<file path="src/rtl/router_pkg.sv">
// Shared definitions for the sync router: default sizing, timer state
// encoding and the width helper used to size the per-channel counters.
package router_pkg;

    localparam int DEF_NUM_CH  = 3;
    localparam int DEF_TIMEOUT = 30;
    localparam int DEF_ADDR_W  = 2;

    typedef enum logic {
        TMR_WAIT  = 1'b0,
        TMR_COUNT = 1'b1
    } timer_state_t;

    // Bits needed to hold values 0..value-1, never less than one bit.
    function automatic int clog2w(input int value);
        int width;
        width = 1;
        for (int i = 1; i < 31; i++) begin
            if ((1 << i) < value) begin
                width = i + 1;
            end
        end
        return width;
    endfunction

endpackage

</file>
<file path="src/rtl/router_sync_n_if.sv">
// Bundle of the router's handshake and status signals. The router sits on
// the slave side; whoever drives the packet FSM and FIFOs uses master.
interface router_sync_n_if
    import router_pkg::*;
#(
    parameter int NUM_CH = DEF_NUM_CH,
    parameter int ADDR_W = DEF_ADDR_W
);

    logic              detect_add;
    logic [ADDR_W-1:0] data_in;
    logic              write_enb_reg;
    logic [NUM_CH-1:0] full;
    logic [NUM_CH-1:0] empty;
    logic [NUM_CH-1:0] read_enb;
    logic [NUM_CH-1:0] write_enb;
    logic              fifo_full;
    logic [NUM_CH-1:0] vld_out;
    logic [NUM_CH-1:0] soft_reset;
    logic              addr_err;

    modport slave (
        input  detect_add,
        input  data_in,
        input  write_enb_reg,
        input  full,
        input  empty,
        input  read_enb,
        output write_enb,
        output fifo_full,
        output vld_out,
        output soft_reset,
        output addr_err
    );

    modport master (
        output detect_add,
        output data_in,
        output write_enb_reg,
        output full,
        output empty,
        output read_enb,
        input  write_enb,
        input  fifo_full,
        input  vld_out,
        input  soft_reset,
        input  addr_err
    );

endinterface

</file>
<file path="src/rtl/router_sync_timer.sv">
// Per-channel stall watchdog: counts consecutive cycles where the channel
// holds valid data nobody reads, and fires a one-cycle flush pulse when the
// count reaches TIMEOUT. The pulse cycle itself is never counted, so a
// permanently stalled channel pulses every TIMEOUT+1 cycles.
module router_sync_timer
    import router_pkg::*;
#(
    parameter int TIMEOUT = DEF_TIMEOUT
) (
    input  logic clock,
    input  logic reset,
    input  logic vld,
    input  logic read,
    output logic soft_reset
);

    localparam int             CNT_W = clog2w(TIMEOUT);
    localparam logic [CNT_W-1:0] LAST  = CNT_W'(TIMEOUT - 1);

    timer_state_t     state;
    timer_state_t     state_next;
    logic [CNT_W-1:0] cnt;
    logic [CNT_W-1:0] cnt_next;
    logic             pulse_q;
    logic             pulse_next;
    logic             expire;
    logic             qualify;

    assign qualify = vld & ~read;

    // State register: FSM state, stall counter and the registered pulse.
    always_ff @(posedge clock or posedge reset) begin
        if (reset) begin
            state   <= TMR_WAIT;
            cnt     <= '0;
            pulse_q <= 1'b0;
        end else begin
            state   <= state_next;
            cnt     <= cnt_next;
            pulse_q <= pulse_next;
        end
    end

    // Next state: leave WAIT on a stalled cycle unless we are mid-pulse,
    // fall back to WAIT on a read, loss of valid, or the final count.
    always_comb begin
        state_next = state;
        expire     = 1'b0;
        case (state)
            TMR_WAIT: begin
                if (qualify && !pulse_q) begin
                    state_next = TMR_COUNT;
                end
            end
            TMR_COUNT: begin
                if (!qualify) begin
                    state_next = TMR_WAIT;
                end else if (cnt == LAST) begin
                    state_next = TMR_WAIT;
                    expire     = 1'b1;
                end
            end
            default: state_next = TMR_WAIT;
        endcase
    end

    // Outputs: counter advances only while staying/entering COUNT, and the
    // flush pulse is registered from the expiry decision.
    always_comb begin
        cnt_next   = '0;
        pulse_next = expire;
        if (state_next == TMR_COUNT) begin
            cnt_next = cnt + 1'b1;
        end
        soft_reset = pulse_q;
    end

endmodule

</file>
<file path="src/rtl/router_sync_n.sv">
// Router synchroniser: latches the destination from the header, steers the
// write strobe and full flag to the selected FIFO, exposes per-channel
// valid, and runs one stall watchdog per output channel.
module router_sync_n
    import router_pkg::*;
#(
    parameter int NUM_CH  = DEF_NUM_CH,
    parameter int TIMEOUT = DEF_TIMEOUT,
    parameter int ADDR_W  = DEF_ADDR_W
) (
    input  logic           clock,
    input  logic           reset,
    router_sync_n_if.slave bus
);

    logic [ADDR_W-1:0] addr_reg;
    logic              addr_ok;
    logic              addr_err_q;
    logic              in_range;
    logic [NUM_CH-1:0] wen;
    logic              sel_full;
    logic [NUM_CH-1:0] vld;
    logic [NUM_CH-1:0] soft_rst;

    assign in_range = (int'(bus.data_in) < NUM_CH);

    // Header capture: destination and its validity are held until the next
    // header; a bad destination raises the error flag for one cycle.
    always_ff @(posedge clock or posedge reset) begin
        if (reset) begin
            addr_reg   <= '0;
            addr_ok    <= 1'b1;
            addr_err_q <= 1'b0;
        end else if (bus.detect_add) begin
            addr_reg   <= bus.data_in;
            addr_ok    <= in_range;
            addr_err_q <= ~in_range;
        end else begin
            addr_err_q <= 1'b0;
        end
    end

    // Destination decode from the latched address: one-hot write strobe and
    // the matching FIFO's full flag; an invalid address selects nothing.
    always_comb begin
        wen      = '0;
        sel_full = 1'b0;
        for (int i = 0; i < NUM_CH; i++) begin
            if (addr_ok && (int'(addr_reg) == i)) begin
                wen[i]   = bus.write_enb_reg;
                sel_full = bus.full[i];
            end
        end
    end

    assign vld            = ~bus.empty;
    assign bus.vld_out    = vld;
    assign bus.write_enb  = wen;
    assign bus.fifo_full  = sel_full;
    assign bus.addr_err   = addr_err_q;
    assign bus.soft_reset = soft_rst;

    for (genvar g = 0; g < NUM_CH; g++) begin : g_tmr
        router_sync_timer #(
            .TIMEOUT (TIMEOUT)
        ) u_tmr (
            .clock      (clock),
            .reset      (reset),
            .vld        (vld[g]),
            .read       (bus.read_enb[g]),
            .soft_reset (soft_rst[g])
        );
    end

endmodule

</file>
<file path="src/flat_wrapper.sv">
// flat-port wrapper written by rule: the top's interface ports become plain ports
module router_sync_n_flat import router_pkg::*;
#(
    parameter int NUM_CH  = DEF_NUM_CH,
    parameter int TIMEOUT = DEF_TIMEOUT,
    parameter int ADDR_W  = DEF_ADDR_W
)
  (clock, reset, bus_detect_add, bus_data_in, bus_write_enb_reg, bus_full, bus_empty, bus_read_enb, bus_write_enb, bus_fifo_full, bus_vld_out, bus_soft_reset, bus_addr_err);
  router_sync_n_if #(.NUM_CH(NUM_CH), .ADDR_W(ADDR_W)) bus_i ();
  input  logic clock;
  input  logic reset;
  input wire logic [$bits(bus_i.detect_add)-1:0] bus_detect_add;
  input wire logic [$bits(bus_i.data_in)-1:0] bus_data_in;
  input wire logic [$bits(bus_i.write_enb_reg)-1:0] bus_write_enb_reg;
  input wire logic [$bits(bus_i.full)-1:0] bus_full;
  input wire logic [$bits(bus_i.empty)-1:0] bus_empty;
  input wire logic [$bits(bus_i.read_enb)-1:0] bus_read_enb;
  output wire logic [$bits(bus_i.write_enb)-1:0] bus_write_enb;
  output wire logic [$bits(bus_i.fifo_full)-1:0] bus_fifo_full;
  output wire logic [$bits(bus_i.vld_out)-1:0] bus_vld_out;
  output wire logic [$bits(bus_i.soft_reset)-1:0] bus_soft_reset;
  output wire logic [$bits(bus_i.addr_err)-1:0] bus_addr_err;
  assign bus_i.detect_add = bus_detect_add;
  assign bus_i.data_in = bus_data_in;
  assign bus_i.write_enb_reg = bus_write_enb_reg;
  assign bus_i.full = bus_full;
  assign bus_i.empty = bus_empty;
  assign bus_i.read_enb = bus_read_enb;
  assign bus_write_enb = bus_i.write_enb;
  assign bus_fifo_full = bus_i.fifo_full;
  assign bus_vld_out = bus_i.vld_out;
  assign bus_soft_reset = bus_i.soft_reset;
  assign bus_addr_err = bus_i.addr_err;
  router_sync_n #(.NUM_CH(NUM_CH), .TIMEOUT(TIMEOUT), .ADDR_W(ADDR_W)) u_core (.clock(clock), .reset(reset), .bus(bus_i));
endmodule
</file>
<file path="config.mk">
export PLATFORM = sky130hd
export DESIGN_NAME = router_sync_n_flat
export DESIGN_NICKNAME = d
export VERILOG_FILES = /design/src/rtl/router_pkg.sv /design/src/rtl/router_sync_n_if.sv /design/src/rtl/router_sync_timer.sv /design/src/rtl/router_sync_n.sv /design/src/flat_wrapper.sv
export SDC_FILE = /design/constraint.sdc
export NUM_CORES = 1
export LEC_CHECK = 0
export ABC_CLOCK_PERIOD_IN_PS = 1650
export CAP_MARGIN = 40
export CORE_UTILIZATION = 53
export CTS_CLUSTER_SIZE = 8
export DETAILED_ROUTE_END_ITERATION = 10
export PLACE_DENSITY = 0.88
export SLEW_MARGIN = 20
export SYNTH_ARGS = -nofsm -noshare
export SYNTH_HDL_FRONTEND = slang
export SYNTH_SLANG_ARGS = --single-unit
</file>
<file path="constraint.sdc">
create_clock -name clock -period 1.65 [get_ports clock]
set_input_delay 0.2475 -clock clock [delete_from_list [all_inputs] [get_ports clock]]
set_output_delay 0.2475 -clock clock [all_outputs]
set_load 0.02 [all_outputs]
</file>
==> results.toml, run 1 <==
[clocking]
path_clk_slew_ns = 0.13
cts_buffer_depth = 2
insertion_delay_ns = 0.32
cts_sinks = 25
htree_levels = 1
tritoncts = "yes"
cts-root-buf = "clkbuf_4"
cts_inserted_buffers = 3
holdBufCountCts = 0

[final_layout]
drive_gt1_share_pct = 16.3
syn_to_final_growth_pct = 24.2
layout_common_cells = "dfrtp_1, nor2_1, clkdlybuf4s50_1"
diodes = 0
fin_nets = 157
regMostFlops = "u_core.g_tmr.u_tmr.cnt"
layout_commonest_cell = "dfrtp_1"
utilization_pct = 72.8
largest_register_ffs = 15

[sta]
fin_crit_sh_pct = 96.9
tightest_slew_ns = 0.335
hold_ws_ns = 0.250
maxSlewViolCount = 0
setup_viol = 0
rsz0062_at_grt = "true"
period_minus_slack_ns = 1.60
fin_tns_setup_ns = 0
max_freq_ghz = 0.625
timing.slew.headroom_pct = 77.7
final-hold-violation-count = 0
skew_ns = 0.00886

[yosys]
syn_area_um2 = 1180
synthCells = 108
synth-seq-area-share_pct = 52.9
synth_cell_types = 22
synth-seq-cells = 25
avgSynthCellArea_um2 = 11.0
synth-warning-count = 0
syn-num-nets = 129

[drt]
vias = 833
drc = 0
first_pass_iters = 4
ant_nets = 0
via_per_inst = 5.14
avgRoutedWirePerCell_um = 12.6
drt-total-wl_um = 2040
drt-initial-drc-count = 3

[placed_design]
place_hpwl_um = 1530
io_buffers = 25
gp_congestion = 0.710

[pwr]
leakagePower_nw = 0.707
vdd_drop_max_v = 0.000513
power_density_nw_per_um2 = 727

[global_route]
antenna_found_initial = 0
grt_overflow = 0
grt_max_degree = 26
grt_pass1_wl_um = 3700
track_usage_pct = 20.6
first_global_vias = 836

[worst_setup_path]
timing.rr.start = "u_core.g_tmr[2].u_tmr.cnt[1]"
required_ns = 1.40
path_class = "input pin to output pin"
ff2ff_path_depth = 5
cp.arrival_ns = 1.35
cp_max_fo = 3
critPathCaptureType = "output pin"
crit_start = "bus_empty[2]"
cp-start-kind = "input pin"
r2r_end = "u_core.g_tmr[2].u_tmr.cnt[3]"
rrSetupSlack_ns = 0.47
endpoint = "bus_vld_out[2]"

[floorplan]
die_w_um = 49.3
row_count = 16
dieArea_um2 = 2430
ios = 26
fp.dieH_um = 49.3
core_um2 = 2020
start_util_pct = 58.6

[min_path]
hp-class = "input pin to async pin"

[run]
cap_viol_max_count = 0

[status]
status = "completed"
==> power breakdown <==
part / leakage [nW] / internal (W) / switching (W)
combinational: 0.354 / 0.0000774 / 0.0000712
sequential: 0.334 / 0.000632 / 0.0000189
clock: 0.0177 / 0.0000908 / 0.000179
==> critical path, stage by stage <==
cell and delay, ns:
clkdlybuf4s50_1 0.43, inv_1 0.07, clkdlybuf4s50_1 0.60
==> metrics by stage <==
step                      std cells  setup WS (ns)  area (um^2)  total power, W
after floorplan                 108          0.277         1180        0.000736
after global placement          157         -0.196         1450        0.000808
after detailed placement        157         -0.227         1450        0.000815
after CTS                       162         0.0232         1460         0.00108
after global routing            162        -0.0223         1470         0.00113
final                           162         0.0509         1470         0.00107
==> final cells by class <==
type                       instances  area [um^2]
clock inverter                     1         5.00
timing repair buffer              29          265
sequential                        25          627
multi-input combinational         61          458
tap                               27         33.8
inverter                          16         60.1
clock buffer                       3         22.5
fill                             138          551
==> logic make-up after synthesis <==
group | count (synthesis) | synth area share [%]
buffers and inverters | 22 | 8.87
DFF | 25 | 52.9
and+or+nand+nor | 39 | 17.3
AOI/OAI and AO/OA | 4 | 5.17
muxes | 3 | 2.75
xor gates and xnor gates | 9 | 6.65
adders and majority gates | 6 | 6.34
==> worst min path at each step <==
stage | start | to | slack (ns)
after floorplan | reset | u_core.addr_reg[0] | 0.27
after global placement | u_core.g_tmr[0].u_tmr.cnt[0] | u_core.g_tmr[0].u_tmr.cnt[0] | 0.47
after detailed placement | u_core.g_tmr[1].u_tmr.cnt[0] | u_core.g_tmr[1].u_tmr.cnt[0] | 0.49
after CTS | reset | u_core.g_tmr[2].u_tmr.state | 0.25
after global routing | reset | u_core.g_tmr[2].u_tmr.state | 0.29
final | reset | u_core.g_tmr[2].u_tmr.soft_reset | 0.25
==> synthesized netlist by cell type <==
cell type	count	area [um^2]
buf_4	6	45.0
nor3_1	1	5.00
nand2_1	1	3.75
dfrtp_1	24	601
nand3b_1	1	7.51
dfstp_2	1	26.3
mux2_2	2	22.5
xnor2_1	3	26.3
and2_1	1	6.26
nand3_1	6	30.0
nor3b_1	2	15.0
mux2i_1	1	10.0
nor4_1	3	18.8
ha_1	6	75.1
inv_1	16	60.1
nor2_1	20	75.1
o21ai_0	1	5.00
xor2_1	6	52.6
o221ai_4	1	26.3
o221ai_2	2	30.0
and3_1	1	6.26
nand4_2	3	37.5
==> metal layers <==
metal	global-route usage, %	up-vias	wire, um
met5	0	-	0
met4	8.82	0	37
met3	2.80	4	75
met2	37.7	23	1090
met1	23.7	407	836
li1	-	399	-
==> timing repair <==
item / 4_1_cts / 5_1_grt
gates resized for setup: 19 / 3
buffers inserted: 1 / 0
hold endpoints to repair: 0 / 0
endpoints found under the setup margin: 4 / 4
No activity file was read; power rests on OpenSTA's default activity.
==> run 2: changes to the inputs <==
- ABC_CLOCK_PERIOD_IN_PS: 1650 -> 1850
- clock period: 1.65 -> 1.85 ns (I/O delays scaled with it)
==> results.toml, run 2 (synthesized netlist as in run 1, its figures left out) <==
[placed_design]
io_buffers = 25
place_hpwl_um = 1510
place_area_um2 = 1430
gp_congestion = 0.730
dp.cells = 155
pre_cts_ws_ns = -0.0995

[pwr]
power_density_nw_per_um2 = 647
leakagePower_nw = 0.685
vdd_drop_max_v = 0.000561

[worst_setup_path]
cp.depth = 3
cp_slowest_cell = "dfstp_2"
crit_family = "flip-flops"
critPathCaptureType = "output pin"
cp_cell_sequence = "nand2_1, nor3b_1, dlygate4sd2_1"
cp.arrival_ns = 1.46
required_ns = 1.57
crit_start = "u_core.addr_ok"
ff2ff_path_depth = 5
cp-start-kind = "register"
timing.rr.start = "u_core.g_tmr[1].u_tmr.cnt[1]"
cpPeakStageDelay_ns = 0.56
path_class = "register to output pin"
crit_buf_inv = 1
cp_max_fo = 3

[global_route]
grt.busiest_layer = "met2"
grt_overflow = 0
grt_pass1_wl_um = 3570
use_met1_pct = 20.9
grtUsageMet3_pct = 4.05
first_global_vias = 871
grtUsageMet2_pct = 36.8
grt_max_degree = 26
antenna_found_initial = 0
track_usage_pct = 19.7

[sta]
tightest_slew_ns = 0.358
fin_tns_setup_ns = 0
fin_crit_sh_pct = 93.9
setup_viol = 0
period_minus_slack_ns = 1.74
skew_ns = 0.00316
final-hold-violation-count = 0
layout_setup_ws_ns = 0.112
maxSlewViolCount = 0
timing.slew.headroom_pct = 76.1
max_freq_ghz = 0.575
rsz0062_at_grt = "false"

[min_path]
hp-class = "input pin to async pin"

[drt]
drc = 0
ant_nets = 0
drt-initial-drc-count = 12
first_pass_iters = 4
vias = 805
avgRoutedWirePerCell_um = 12.3
drt-total-wl_um = 1960
via_per_inst = 5.06

[final_layout]
design_area_um2 = 1450
largest_register_ffs = 15
utilization_pct = 71.8
regMostFlops = "u_core.g_tmr.u_tmr.cnt"
layout_common_cells = "dfrtp_1, clkdlybuf4s50_1, nor2_1"
layout_commonest_cell = "dfrtp_1"
fin_nets = 154
fin_cells = 159
diodes = 0
syn_to_final_growth_pct = 22.6
drive_gt1_share_pct = 12.1

[clocking]
cts_inserted_buffers = 3
path_clk_slew_ns = 0.13
cts-root-buf = "clkbuf_4"
tritoncts = "yes"
cts_buffer_depth = 2
cts_sinks = 25
htree_levels = 1
insertion_delay_ns = 0.31

[floorplan]
die_w_um = 49.3
start_util_pct = 58.6
dieArea_um2 = 2430
fp.dieH_um = 49.3
ios = 26
core_um2 = 2020
row_count = 16

[status]
status = "completed"

[run]
cap_viol_max_count = 0
## run 2: cell types whose count changed in the layout (fill, tap and decap cells not counted), sizes merged
| cell | change |
|---|---|
| buf | -7 |
| clkdlybuf4s15 | +1 |
| dlygate4sd2 | +2 |
| dlymetal6s2s | -1 |
| clkbuf | +1 |
| clkdlybuf4s50 | +1 |
## run 2: repair_timing
item	4_1_cts	5_1_grt
hold endpoints to repair	0	0
hold buffers	0	0
setup buffers	0	0
resized for setup	4	5
setup endpoints to repair	4	2
pin swaps	0	0
## run 2: per-stage QoR
stage | hold slack, ns | total power (W)
floorplan | 0.304 | 0.000656
global placement | 0.473 | 0.000716
detailed placement | 0.482 | 0.000723
CTS | 0.285 | 0.000958
global route | 0.343 | 0.000990
finish | 0.292 | 0.000940
## run 2: final timing paths
| kind | endpoint | slack, ns |
|---|---|---|
| worst max-delay path | bus_write_enb[2] | 0.11 |
| worst min register to register | u_core.g_tmr[0].u_tmr.cnt[0] | 0.50 |
| worst min-delay path | u_core.g_tmr[2].u_tmr.state | 0.29 |
| max in group asynchronous | u_core.addr_ok | 1.28 |
| min in group clock | u_core.g_tmr[0].u_tmr.cnt[0] | 0.50 |
| worst max register to register | u_core.g_tmr[1].u_tmr.cnt[3] | 0.69 |
## run 2: routing by layer
| layer | wire [um] | share of wire (%) | up-vias |
|---|---|---|---|
| met5 | 0 | 0 | - |
| met4 | 35 | 1.8 | 0 |
| met3 | 69 | 3.5 | 4 |
| met2 | 1000 | 51 | 20 |
| met1 | 857 | 44 | 391 |
| li1 | - | - | 390 |
## run 2: worst min-delay path, cell delays in order
cell	delay, ns
clkdlybuf4s50_1	0.39
inv_1	0.05
buf_4	0.29
## run 2: final cells by class
class / count / area (um^2)
multi-input combinational: 61 / 453
sequential: 25 / 628
fill: 154 / 569
inverter: 16 / 60.1
clock buffer: 3 / 22.5
timing repair buffer: 26 / 250
clock inverter: 1 / 5.00
tap: 27 / 33.8
## run 2: report_power, final
group | internal, W | switching, W | total [W] | leakage [nW]
combinational | 0.0000637 | 0.0000598 | 0.000124 | 0.334
sequential | 0.000564 | 0.0000178 | 0.000582 | 0.333
clock | 0.0000808 | 0.000154 | 0.000234 | 0.0177
total | 0.000709 | 0.000231 | 0.000940 | 0.685
